`config.mk`:
```
export PLATFORM = sky130hd
export DESIGN_NAME = spi_master_xfer
export DESIGN_NICKNAME = d
export VERILOG_FILES = /design/src/rtl/spi_pkg.sv /design/src/rtl/spi_clk_div.sv /design/src/rtl/spi_master_xfer.sv
export SDC_FILE = /design/constraint.sdc
export NUM_CORES = 1
export LEC_CHECK = 0
export CAP_MARGIN = 20
export CORE_UTILIZATION = 49
export DETAILED_ROUTE_END_ITERATION = 8
export GPL_ROUTABILITY_DRIVEN = 1
export PLACE_DENSITY = 0.73
export SETUP_SLACK_MARGIN = 0.02
export SLEW_MARGIN = 15
export SYNTH_ARGS = -nofsm -noshare
export SYNTH_HDL_FRONTEND = slang
export SYNTH_SLANG_ARGS = --single-unit
```
`constraint.sdc`:
```
create_clock -name clk -period 2 [get_ports clk]
set_clock_uncertainty 0.1 [all_clocks]
set_input_delay 0.5 -clock clk [delete_from_list [all_inputs] [get_ports clk]]
set_output_delay 0.5 -clock clk [all_outputs]
set_load 0.05 [all_outputs]
```
`src/rtl/spi_pkg.sv`:
```
// Shared types and constants for the SPI master and its clock divider.
package spi_pkg;

    typedef enum logic [1:0] {
        IDLE  = 2'd0,
        LEAD  = 2'd1,
        SHIFT = 2'd2,
        TRAIL = 2'd3
    } spi_state_t;

    // SPI mode numbers encoded as {cpol, cpha}
    localparam logic [1:0] SPI_MODE0 = 2'b00;
    localparam logic [1:0] SPI_MODE1 = 2'b01;
    localparam logic [1:0] SPI_MODE2 = 2'b10;
    localparam logic [1:0] SPI_MODE3 = 2'b11;

endpackage

```
`src/rtl/spi_clk_div.sv`:
```
// Half-period down-counter: ticks when it reaches zero, then reloads from div.
module spi_clk_div #(
    parameter int DIV_BITS = 4
) (
    input  logic                clk,
    input  logic                reset,
    input  logic                load,
    input  logic                en,
    input  logic [DIV_BITS-1:0] div,
    output logic                tick
);

    logic [DIV_BITS-1:0] cnt;

    always_ff @(posedge clk) begin
        if (reset) begin
            cnt <= '0;
        end else if (load) begin
            cnt <= div;
        end else if (en) begin
            cnt <= (cnt == '0) ? div : cnt - DIV_BITS'(1);
        end
    end

    assign tick = en && (cnt == '0);

endmodule

```
`src/rtl/spi_master_xfer.sv`:
```
// Full-duplex SPI master: one start strobe shifts a WIDTH-bit word out on mosi
// while capturing WIDTH bits from miso; divider, mode and bit order latched per transfer.
//
// state | meaning
// IDLE  | cs_n high, sck follows cpol input, waiting for start
// LEAD  | cs_n low, one half-period of setup before the first sck edge
// SHIFT | sck toggles on every tick, 2*WIDTH edges
// TRAIL | one half-period of cs hold, then done
module spi_master_xfer
    import spi_pkg::*;
#(
    parameter int WIDTH    = 8,
    parameter int DIV_BITS = 4
) (
    input  logic                clk,
    input  logic                reset,
    input  logic                start,
    input  logic [WIDTH-1:0]    tx_data,
    input  logic [DIV_BITS-1:0] div,
    input  logic                cpol,
    input  logic                cpha,
    input  logic                lsb_first,
    input  logic                miso,
    output logic                sck,
    output logic                cs_n,
    output logic                mosi,
    output logic                busy,
    output logic                done,
    output logic [WIDTH-1:0]    rx_data
);

    localparam int EDGES = 2 * WIDTH;
    localparam int EW    = $clog2(EDGES) + 1;

    spi_state_t          state, state_nx;
    logic [DIV_BITS-1:0] div_q;
    logic                cpol_q, cpha_q, lsb_q;
    logic [WIDTH-1:0]    tx_sh, rx_sh;
    logic [EW-1:0]       edge_cnt;

    logic                tick, accept, tick_shift, last_edge;
    logic                sample_en, shift_en, finish;

    spi_clk_div #(.DIV_BITS(DIV_BITS)) u_clk_div (
        .clk   (clk),
        .reset (reset),
        .load  (accept),
        .en    (state != IDLE),
        .div   ((state == IDLE) ? div : div_q),
        .tick  (tick)
    );

    always_ff @(posedge clk) begin
        if (reset) state <= IDLE;
        else       state <= state_nx;
    end

    always_comb begin
        state_nx = state;
        case (state)
            IDLE:    if (start)             state_nx = LEAD;
            LEAD:    if (tick)              state_nx = SHIFT;
            SHIFT:   if (tick && last_edge) state_nx = TRAIL;
            TRAIL:   if (tick)              state_nx = IDLE;
            default:                        state_nx = IDLE;
        endcase
    end

    // Edge parity vs. cpha picks sample or shift: the edge being made is edge_cnt+1.
    always_comb begin
        accept     = (state == IDLE) && start;
        tick_shift = (state == SHIFT) && tick;
        last_edge  = (edge_cnt == EW'(EDGES - 1));
        sample_en  = tick_shift && (edge_cnt[0] == cpha_q);
        shift_en   = tick_shift && (edge_cnt[0] != cpha_q) && !last_edge;
        finish     = (state == TRAIL) && tick;
    end

    always_ff @(posedge clk) begin
        if (reset) begin
            sck      <= 1'b0;
            cs_n     <= 1'b1;
            busy     <= 1'b0;
            done     <= 1'b0;
            rx_data  <= '0;
            div_q    <= '0;
            cpol_q   <= 1'b0;
            cpha_q   <= 1'b0;
            lsb_q    <= 1'b0;
            edge_cnt <= '0;
        end else begin
            done <= finish;
            if (accept) begin
                div_q    <= div;
                cpol_q   <= cpol;
                cpha_q   <= cpha;
                lsb_q    <= lsb_first;
                cs_n     <= 1'b0;
                busy     <= 1'b1;
                edge_cnt <= '0;
                sck      <= cpol;
            end else if (state == IDLE) begin
                sck <= cpol;
            end
            if (tick_shift) begin
                sck      <= ~sck;
                edge_cnt <= edge_cnt + EW'(1);
            end
            if (finish) begin
                cs_n    <= 1'b1;
                busy    <= 1'b0;
                rx_data <= rx_sh;
            end
        end
    end

    // With cpha=0 the first bit leaves at accept, so tx_sh starts pre-shifted.
    always_ff @(posedge clk) begin
        if (reset) begin
            mosi  <= 1'b0;
            tx_sh <= '0;
            rx_sh <= '0;
        end else begin
            if (accept) begin
                rx_sh <= '0;
                if (!cpha) begin
                    mosi  <= lsb_first ? tx_data[0] : tx_data[WIDTH-1];
                    tx_sh <= lsb_first ? (tx_data >> 1) : (tx_data << 1);
                end else begin
                    tx_sh <= tx_data;
                end
            end
            if (shift_en) begin
                mosi  <= lsb_q ? tx_sh[0] : tx_sh[WIDTH-1];
                tx_sh <= lsb_q ? (tx_sh >> 1) : (tx_sh << 1);
            end
            if (sample_en) begin
                rx_sh <= lsb_q ? {miso, rx_sh[WIDTH-1:1]} : {rx_sh[WIDTH-2:0], miso};
            end
        end
    end

endmodule

```
== After elaboration in Yosys (flattened, before gate mapping) ==
Index checks and enable logic that the tools add are counted.
Cells by class
  $add $sub $neg: 2
  equal/unequal tests: 11
  muxes and demuxes: 27
  bitwise gates (word level): 1
  reduce and logical (&&, ||, !) cells: 20
Operators by type and width (count)
  $mux 8: 8
  $mux 4: 4
  $mux 5: 2
  $reduce_bool 2->1: 5
  $logic_and 1x1->1: 8
  $mux 1: 8
  $mux 2: 4
  $ne 2x2->1 const B: 4
  $pmux 2 s4: 1
  $add 5x1->5 const B: 1
  $eq 5x4->1 const B: 1
  $eq 2x2->1 const B: 2
  $logic_not 4->1: 1
  $reduce_and 4->1: 1
  $sub 4x1->4 const B: 1
  $reduce_bool 3->1: 1
  $eq 2x1->1 const B: 1
  $logic_not 2->1: 1
  $ne 2x1->1 const B: 1
  $reduce_and 2->1: 1
  $reduce_or 2->1: 1
  $eq 1x1->1: 1
  $logic_not 1->1: 1
  $ne 1x1->1: 1
  $not 1->1: 1
Storage, ports and cells
  register bits: 46
  input bits: 19
  output and inout bits: 13
  logic and storage cells: 75

== Longest topological paths before layout ==
Gate-level depths: netlist of the first run.
  word-level depth: 7
  gate-level depth with buffers: 8

== Hierarchy ==
Synthesis of the first run repeated with hierarchy kept, for this count alone.
Second synthesis, totals
  cells, all modules: 289
  area total of the unflattened synthesis: 2432.3 um^2
By module, submodules not included
  spi_master_xfer: instances 1, cells an instance 256, area each 2173.3 um^2, seq. area each 840.8 um^2
  spi_clk_div: instances 1, cells an instance 33, area each 259.0 um^2, seq. area each 80.1 um^2

== Least setup slack after synthesis of the first run ==
OpenSTA, ideal clock, no wires.
  kind: register to register
  start: reg state[0]
  end: reg rx_sh[1]
  library setup time: 132 ps
  data arrival time: 1901 ps
  data required time: 1768 ps
  slack: -133 ps
  stages on the path, launching flop included: 9
  path buffers: 2
  cell sequence: dfxtp_1 > inv_1 > ha_1 > or4b_4 > buf_6 > or3_1 > buf_6 > nand3_1 > a21oi_1
On the way
  word-level cells in the longest chain between the ends: 5
  elaborated cells between the ends (all ways): 9
  those cells by class: 1 x eq/ne; 1 x mux; 7 x reduce/logical
RTL lines
  start: declaration: line spi_master_xfer.sv:35  | spi_state_t state, state_nx;
  start signal: assignment: line spi_master_xfer.sv:55  | else state <= state_nx;
  $reduce_bool 2->1: line spi_master_xfer.sv:48  | .en (state != IDLE),
  $logic_and 1x1->1: line spi_clk_div.sv:25  | assign tick = en && (cnt == '0);
  $logic_and 1x1->1: line spi_master_xfer.sv:72  | tick_shift = (state == SHIFT) && tick;
  $logic_and 1x1->1: line spi_master_xfer.sv:74  | sample_en = tick_shift && (edge_cnt[0] == cpha_q);
  $mux 8 or $reduce_bool 2->1 (tied branches)
  end signal: assignment: line spi_master_xfer.sv:138  | rx_sh <= lsb_q ? {miso, rx_sh[WIDTH-1:1]} : {rx_sh[WIDTH-2:0], miso};
  end: declaration: line spi_master_xfer.sv:38  | logic [WIDTH-1:0] tx_sh, rx_sh;
Parallel ways exist; a longest one is shown, timed or not.
A chain may end at the register's enable or synchronous reset.

== Final worst setup path of the first run ==
  start: reg state[1]
  end: reg mosi
On the way
  word-level cells in the longest chain between the ends: 7
  elaborated cells between the ends (all ways): 12
  those cells by class: 2 x eq/ne; 1 x mux; 9 x reduce/logical
RTL lines
  $reduce_bool 2->1: line spi_master_xfer.sv:48
  $logic_and 1x1->1: line spi_clk_div.sv:25
  $logic_and 1x1->1: line spi_master_xfer.sv:72
  $logic_and 1x1->1 (2 in a row): line spi_master_xfer.sv:75  | shift_en = tick_shift && (edge_cnt[0] != cpha_q) && !last_edge;
  $ne 2x1->1 (no source line) or $reduce_bool 2->1 (tied branches)
  $reduce_and 2->1 (no source line)
  end signal: assignment: line spi_master_xfer.sv:127  | mosi <= lsb_first ? tx_data[0] : tx_data[WIDTH-1];
  end signal: assignment: line spi_master_xfer.sv:134  | mosi <= lsb_q ? tx_sh[0] : tx_sh[WIDTH-1];
  end: declaration: line spi_master_xfer.sv:26  | output logic mosi,
Parallel ways exist; a longest one is shown, timed or not.

==> results of run 1 <==
## per-stage QoR
stage	power, mW	instances	hold WS, ns	setup TNS [ns]
after floorplan	2.15	270	0.336	-0.294
after global placement	2.54	362	0.339	0
after detailed placement	2.58	362	0.342	-0.278
after CTS	3.17	371	0.355	0
after global routing	3.56	375	0.388	-0.0399
final	3.33	375	0.355	0
## cells by family after synthesis
group / share of synthesized area [%]
DFF: 38.6
and+or+nand+nor: 20.2
buffers and inverters: 5.82
adders and majority gates: 3.67
xor gates and xnor gates: 0.734
muxes: 10.2
AOI/OAI and AO/OA: 20.8
## layer usage
layer | routed length, µm | global-route usage, % | share of wire [%] | vias to the layer above
li1 | - | - | - | 1077
met1 | 2510 | 26.4 | 47 | 1010
met2 | 2650 | 36.3 | 49 | 40
met3 | 164 | 4.64 | 3.1 | 2
met4 | 27 | 5.23 | 0.50 | 0
met5 | 0 | 0 | 0 | -
## final timing paths
kind	startpoint	to	slack (ns)	cells past startpoint
setup / recovery	state[1]	mosi	0.08	9
hold / removal	cs_n	cs_n	0.35	2
setup reg to reg	state[1]	mosi	0.08	9
hold reg to reg	cs_n	cs_n	0.35	2
## critical path: cells and delay by family, from the launching register on
kind,cells,cell delay (ns)
AND/OR/NAND/NOR,2,0.35
flip-flops,1,0.34
adder cells (fa/ha/maj),1,0.16
buffers and inverters,4,0.57
AO/OA/AOI/OAI,2,0.32
## power breakdown
group / internal (mW) / switching [mW]
Clock: 0.250 / 0.345
Combinational: 0.771 / 0.840
Sequential: 1.04 / 0.0847
Total: 2.06 / 1.27
## area by class of cell
type | instances | area [µm²]
fillers | 414 | 1610
multi-input cells | 196 | 1410
flip-flops and latches | 46 | 923
repair buffers | 64 | 558
clock buffers | 5 | 68.8
well taps | 54 | 67.6
inverters | 7 | 26.3
clock inverters | 3 | 23.8
## state kept, by name, summed over array words and instances (netlist names), 2 cells and up
name,count
div_q,4
rx_sh,8
tx_sh,8
rx_data,8
state,2
edge_cnt,5
u_clk_div.cnt,4
## repair_timing
item,in CTS,in global routing
buffers inserted,1,3
setup endpoints to repair,16,17
pin swaps,1,4
cloned,0,1
resized for setup,2,19
## cell usage after synthesis (all sizes together) (6+ instances only)
cell type / count
o21ai: 9
mux2: 11
ha: 7
buf: 11
mux2i: 12
a22o: 9
nand3: 17
clkbuf: 10
a21oi: 29
dfxtp: 46
nand2: 39
inv: 6
nor2: 8
a211oi: 10
==> flow_summary.yaml, run 1 <==
yosys:
  synth-edff-count: 0
  syn_area_mm2: 0.00239
  syn_nets: 296
  ys_ff_latch: 46
  ys_seq_area_share_pct: 38.6
  yosysTopAreaCellShare_pct: 38.6
  ys.flop_type: "dfxtp_1"
  async_flop_share_pct: 0
  synth_area_leaders: "dfxtp_1 39%, nand2_1 6.1%, a21oi_1 6.1%"
  synth_warnings: 0
  synth_cell_types: 46
  synth.avg_cell_area_um2: 8.84
  yosysTopAreaCell: "dfxtp_1"
  synthCells: 270
critical_path:
  slowest_stage: "dfxtp_2"
  crit_chain: "inv_2, ha_4, buf_8, nor4b_4, buf_4, nand4b_1, buf_6, o311a_1, a211oi_1"
  cp-start-kind: "flop"
  arrival_ns: 2.04
  slowest_delay_ns: 0.34
  worstPathMaxFanout: 14
  required_ns: 2.12
  end_kind: "flop"
  crit_type: "reg -> reg"
floorplanning:
  start_util_pct: 50.9
  core-area_mm2: 0.00469
  fp.dieH_um: 71.8
  ios: 32
  die-width_um: 71.8
  rows: 25
  die_area_mm2: 0.00516
route:
  ant_nets: 0
  wl_mm: 5.35
  via_count: 2129
  firstDrtPassIters: 4
  vias_per_cell: 5.68
  wl_per_cell_um: 14.3
  route.detailed.drc: 0
  drt_iter0_markers: 103
cts:
  hold_buffers: 0
  ctsLongestPathBuffers: 2
  root_buffer: "clkbuf_8"
  cts_max_level: 2
  clk_latency_ns: 0.30
  cts.sinks: 46
  numCtsBuffers: 5
  cts_tree: "yes"
  path_clk_slew_ns: 0.10
sta:
  rsz0062_at_grt: "yes"
  max_slew_margin_pct: 70.5
  setup_violations: 0
  fin_ws_ns: 0.0777
  hold_viol_final: 0
  max_freq_mhz: 520
  period_needed_ns: 1.92
  slew_violations: 0
  tightest_slew_ns: 0.440
  timing.final.crit_share_pct: 96.1
worst_hold_path:
  min_path_type: "reg -> reg"
final_layout:
  finish.utilization_pct: 65.7
  diodes: 0
  area_growth_pct: 29.0
  final_nets: 346
  mostFrequentLayoutCell: "dfxtp_1"
  final_cell_mix: "44 x dfxtp_1, 39 x nand2_1, 39 x buf_4"
  fin_area_mm2: 0.00308
  drive_gt1_share_pct: 28.7
grt:
  grt_pass1_vias: 1925
  antenna_found_initial: 0
  grt_pass1_wl_mm: 8.58
  grt_util_all_layers_pct: 20.9
  grt_remaining_overflow: 0
  grt_max_degree: 25
power_and_ir_drop:
  p_leak_nw: 1.20
  powerDensity_mw_per_mm2: 1080
  ir_drop_uv: 827
placed_design:
  place.gp.congestion: 0.861
  postPlaceCellArea_mm2: 0.00286
  hpwl_mm: 3.69
  portBuffers: 31
  post-place-ws_ns: -0.0431
run:
  maxCapViolCount: 0
run_status:
  status: "complete, no violations"
(Power assumes the default switching activity.)
==> inputs of run 2 (changes only) <==
--- a/config.mk
+++ b/config.mk
@@ -6,7 +6,9 @@
 export NUM_CORES = 1
 export LEC_CHECK = 0
 export CAP_MARGIN = 20
-export CORE_UTILIZATION = 49
+export CELL_PAD_IN_SITES_DETAIL_PLACEMENT = 1
+export CELL_PAD_IN_SITES_GLOBAL_PLACEMENT = 2
+export CORE_UTILIZATION = 30
 export DETAILED_ROUTE_END_ITERATION = 8
 export GPL_ROUTABILITY_DRIVEN = 1
 export PLACE_DENSITY = 0.73
==> run 2 against run 1 <==
Effect of this change:
- maximum frequency is 0.76% lower
- first-iteration DRC count fell by 62%
- setup slack worse by 0.015 ns
- critical path depth shrank 3
- cell area grew 4.1%
- non-clock buffer count grew 5
- register-to-register slack about the same
- die area grew 61%
- sequential power about the same
- hold slack worse by 0.0050 ns
- via count up 1.8%
==> flow_summary.yaml, run 2 (synthesized netlist as in run 1, its figures left out) <==
run_status:
  status: "complete, no violations"
grt:
  antenna_found_initial: 0
  grt_pass1_vias: 2184
  grt_pass1_wl_mm: 10.8
  grt_max_degree: 20
  grt_remaining_overflow: 0
  grt_util_all_layers_pct: 16.3
cts:
  hold_buffers: 0
  cts_max_level: 2
  cts.sinks: 46
  cts_tree: "yes"
  root_buffer: "clkbuf_8"
  ctsLongestPathBuffers: 2
  numCtsBuffers: 5
  clk_latency_ns: 0.31
  path_clk_slew_ns: 0.10
final_layout:
  area_growth_pct: 34.3
  drive_gt1_share_pct: 29.4
  final_cell_mix: "44 x dfxtp_1, 44 x buf_4, 38 x nand2_1"
  seq_area_um2: 923
  reg_top3: "rx_data x8, rx_sh x8, tx_sh x8"
  final_nets: 351
  nFillCells: 911
  fin_cells: 428
  diodes: 0
  multi_input_area_mm2: 0.00140
power_and_ir_drop:
  clkPwrFrac_pct: 20.9
  total_power_mw: 3.56
  switching_share_pct: 37.6
  power_frac_comb_pct: 47.5
  p_switching_mw: 1.34
  ir_drop_uv: 510
  p_leak_nw: 1.24
  powerDensity_mw_per_mm2: 1110
  seqPwrFrac_pct: 31.6
  power.internal_mw: 2.22
floorplanning:
  rows: 32
  die_area_mm2: 0.00832
  core-area_mm2: 0.00773
  fp.dieH_um: 91.2
  ios: 32
  start_util_pct: 30.9
  die-width_um: 91.2
critical_path:
  critPathBufInv: 1
  slowest_delay_ns: 0.51
  slowest_stage: "or4b_4"
  worstPathMaxFanout: 8
  end_kind: "flop"
  cp-start-kind: "flop"
  arrival_ns: 2.04
  crit_type: "reg -> reg"
  crit_chain: "inv_1, ha_4, or4b_4, or3_4, nand3_1, a21oi_1"
  required_ns: 2.11
  cp_top_family: "simple AND/OR/NAND/NOR gates"
sta:
  max_slew_margin_pct: 70.5
  max_freq_mhz: 516
  tightest_slew_ns: 0.440
  hold_viol_final: 0
  setup_violations: 0
  timing.final.crit_share_pct: 96.8
  slew_violations: 0
  hold_ws_ns: 0.350
  rsz0062_at_grt: "yes"
  period_needed_ns: 1.94
route:
  route.detailed.drc: 0
  ant_nets: 0
  wl_mm: 6.18
  firstDrtPassIters: 4
  vias_per_cell: 5.07
  wl_per_cell_um: 14.4
  drt_iter0_markers: 39
  via_count: 2168
placed_design:
  hpwl_mm: 4.51
  dp.cells: 419
  place.gp.congestion: 0.759
  portBuffers: 31
run:
  maxCapViolCount: 0
worst_hold_path:
  min_path_type: "reg -> reg"
## run 2: timing repair
action | 4_1_cts | 5_1_grt
buffers inserted | 0 | 1
pin swaps | 0 | 5
endpoints found under the setup margin | 9 | 28
hold endpoints to repair | 0 | 0
gates resized for setup | 2 | 17
## run 2: final cells by class
| type | count | share of cell area [%] |
|---|---|---|
| repair buffers | 69 | 18.9 |
| well taps | 102 | 3.98 |
| multi-input cells | 196 | 43.8 |
| inverters | 7 | 0.820 |
| clock inverters | 3 | 1.52 |
| flip-flops and latches | 46 | 28.8 |
| clock buffers | 5 | 2.15 |
## run 2: metal layers
layer	GRT usage (%)	vias to the layer above	wire, µm
li1	-	1083	-
met1	20.7	1049	2940
met2	27.8	27	3010
met3	2.85	9	130
met4	5.16	0	97
met5	0	-	0
## run 2: power groups by stage
stage	Sequential, mW	Clock, mW	Combinational [mW]
floorplan	1.19	0	0.959
global route	1.14	0.802	1.87
finish	1.12	0.743	1.69
detailed placement	1.14	0	1.57
CTS	1.12	0.773	1.61
global placement	1.14	0	1.55
## run 2: final timing paths
path / start / endpoint / slack [ns] / cells after the start
max: u_clk_div.cnt[0] / rx_sh[2] / 0.06 / 6
min: cs_n / cs_n / 0.35 / 2
max reg2reg: u_clk_div.cnt[0] / rx_sh[2] / 0.06 / 6
min reg2reg: cs_n / cs_n / 0.35 / 2
## run 2: worst register-to-register path: cells and delay by family, from the launching register on
| kind | cells | cell delay [ns] |
|---|---|---|
| buf+inv | 1 | 0.09 |
| fa+ha+maj | 1 | 0.15 |
| simple gates | 3 | 1.12 |
| compound gates | 1 | 0.06 |
| flops | 1 | 0.32 |
## run 2: stage by stage
stage	TNS, ns	worst slack (ns)	util [%]	area, µm²
2_1_floorplan	-0.294	-0.0363	-	2400
3_5_place_dp	-0.539	-0.0752	38.8	3000
4_1_cts	0	0.0291	40.5	3130
3_3_place_gp	-0.136	-0.0502	38.8	3000
6_report	0	0.0630	41.5	3210
5_1_grt	-0.0113	-0.0113	41.5	3210
==> inputs of run 3 (changes only) <==
--- a/config.mk
+++ b/config.mk
@@ -8,6 +8,7 @@
 export CAP_MARGIN = 20
 export CELL_PAD_IN_SITES_DETAIL_PLACEMENT = 1
 export CELL_PAD_IN_SITES_GLOBAL_PLACEMENT = 2
+export CORE_MARGIN = 1
 export CORE_UTILIZATION = 30
 export DETAILED_ROUTE_END_ITERATION = 8
 export GPL_ROUTABILITY_DRIVEN = 1
==> results of run 3 <==
Final layout, timing and power as in run 2 (identical DEF).
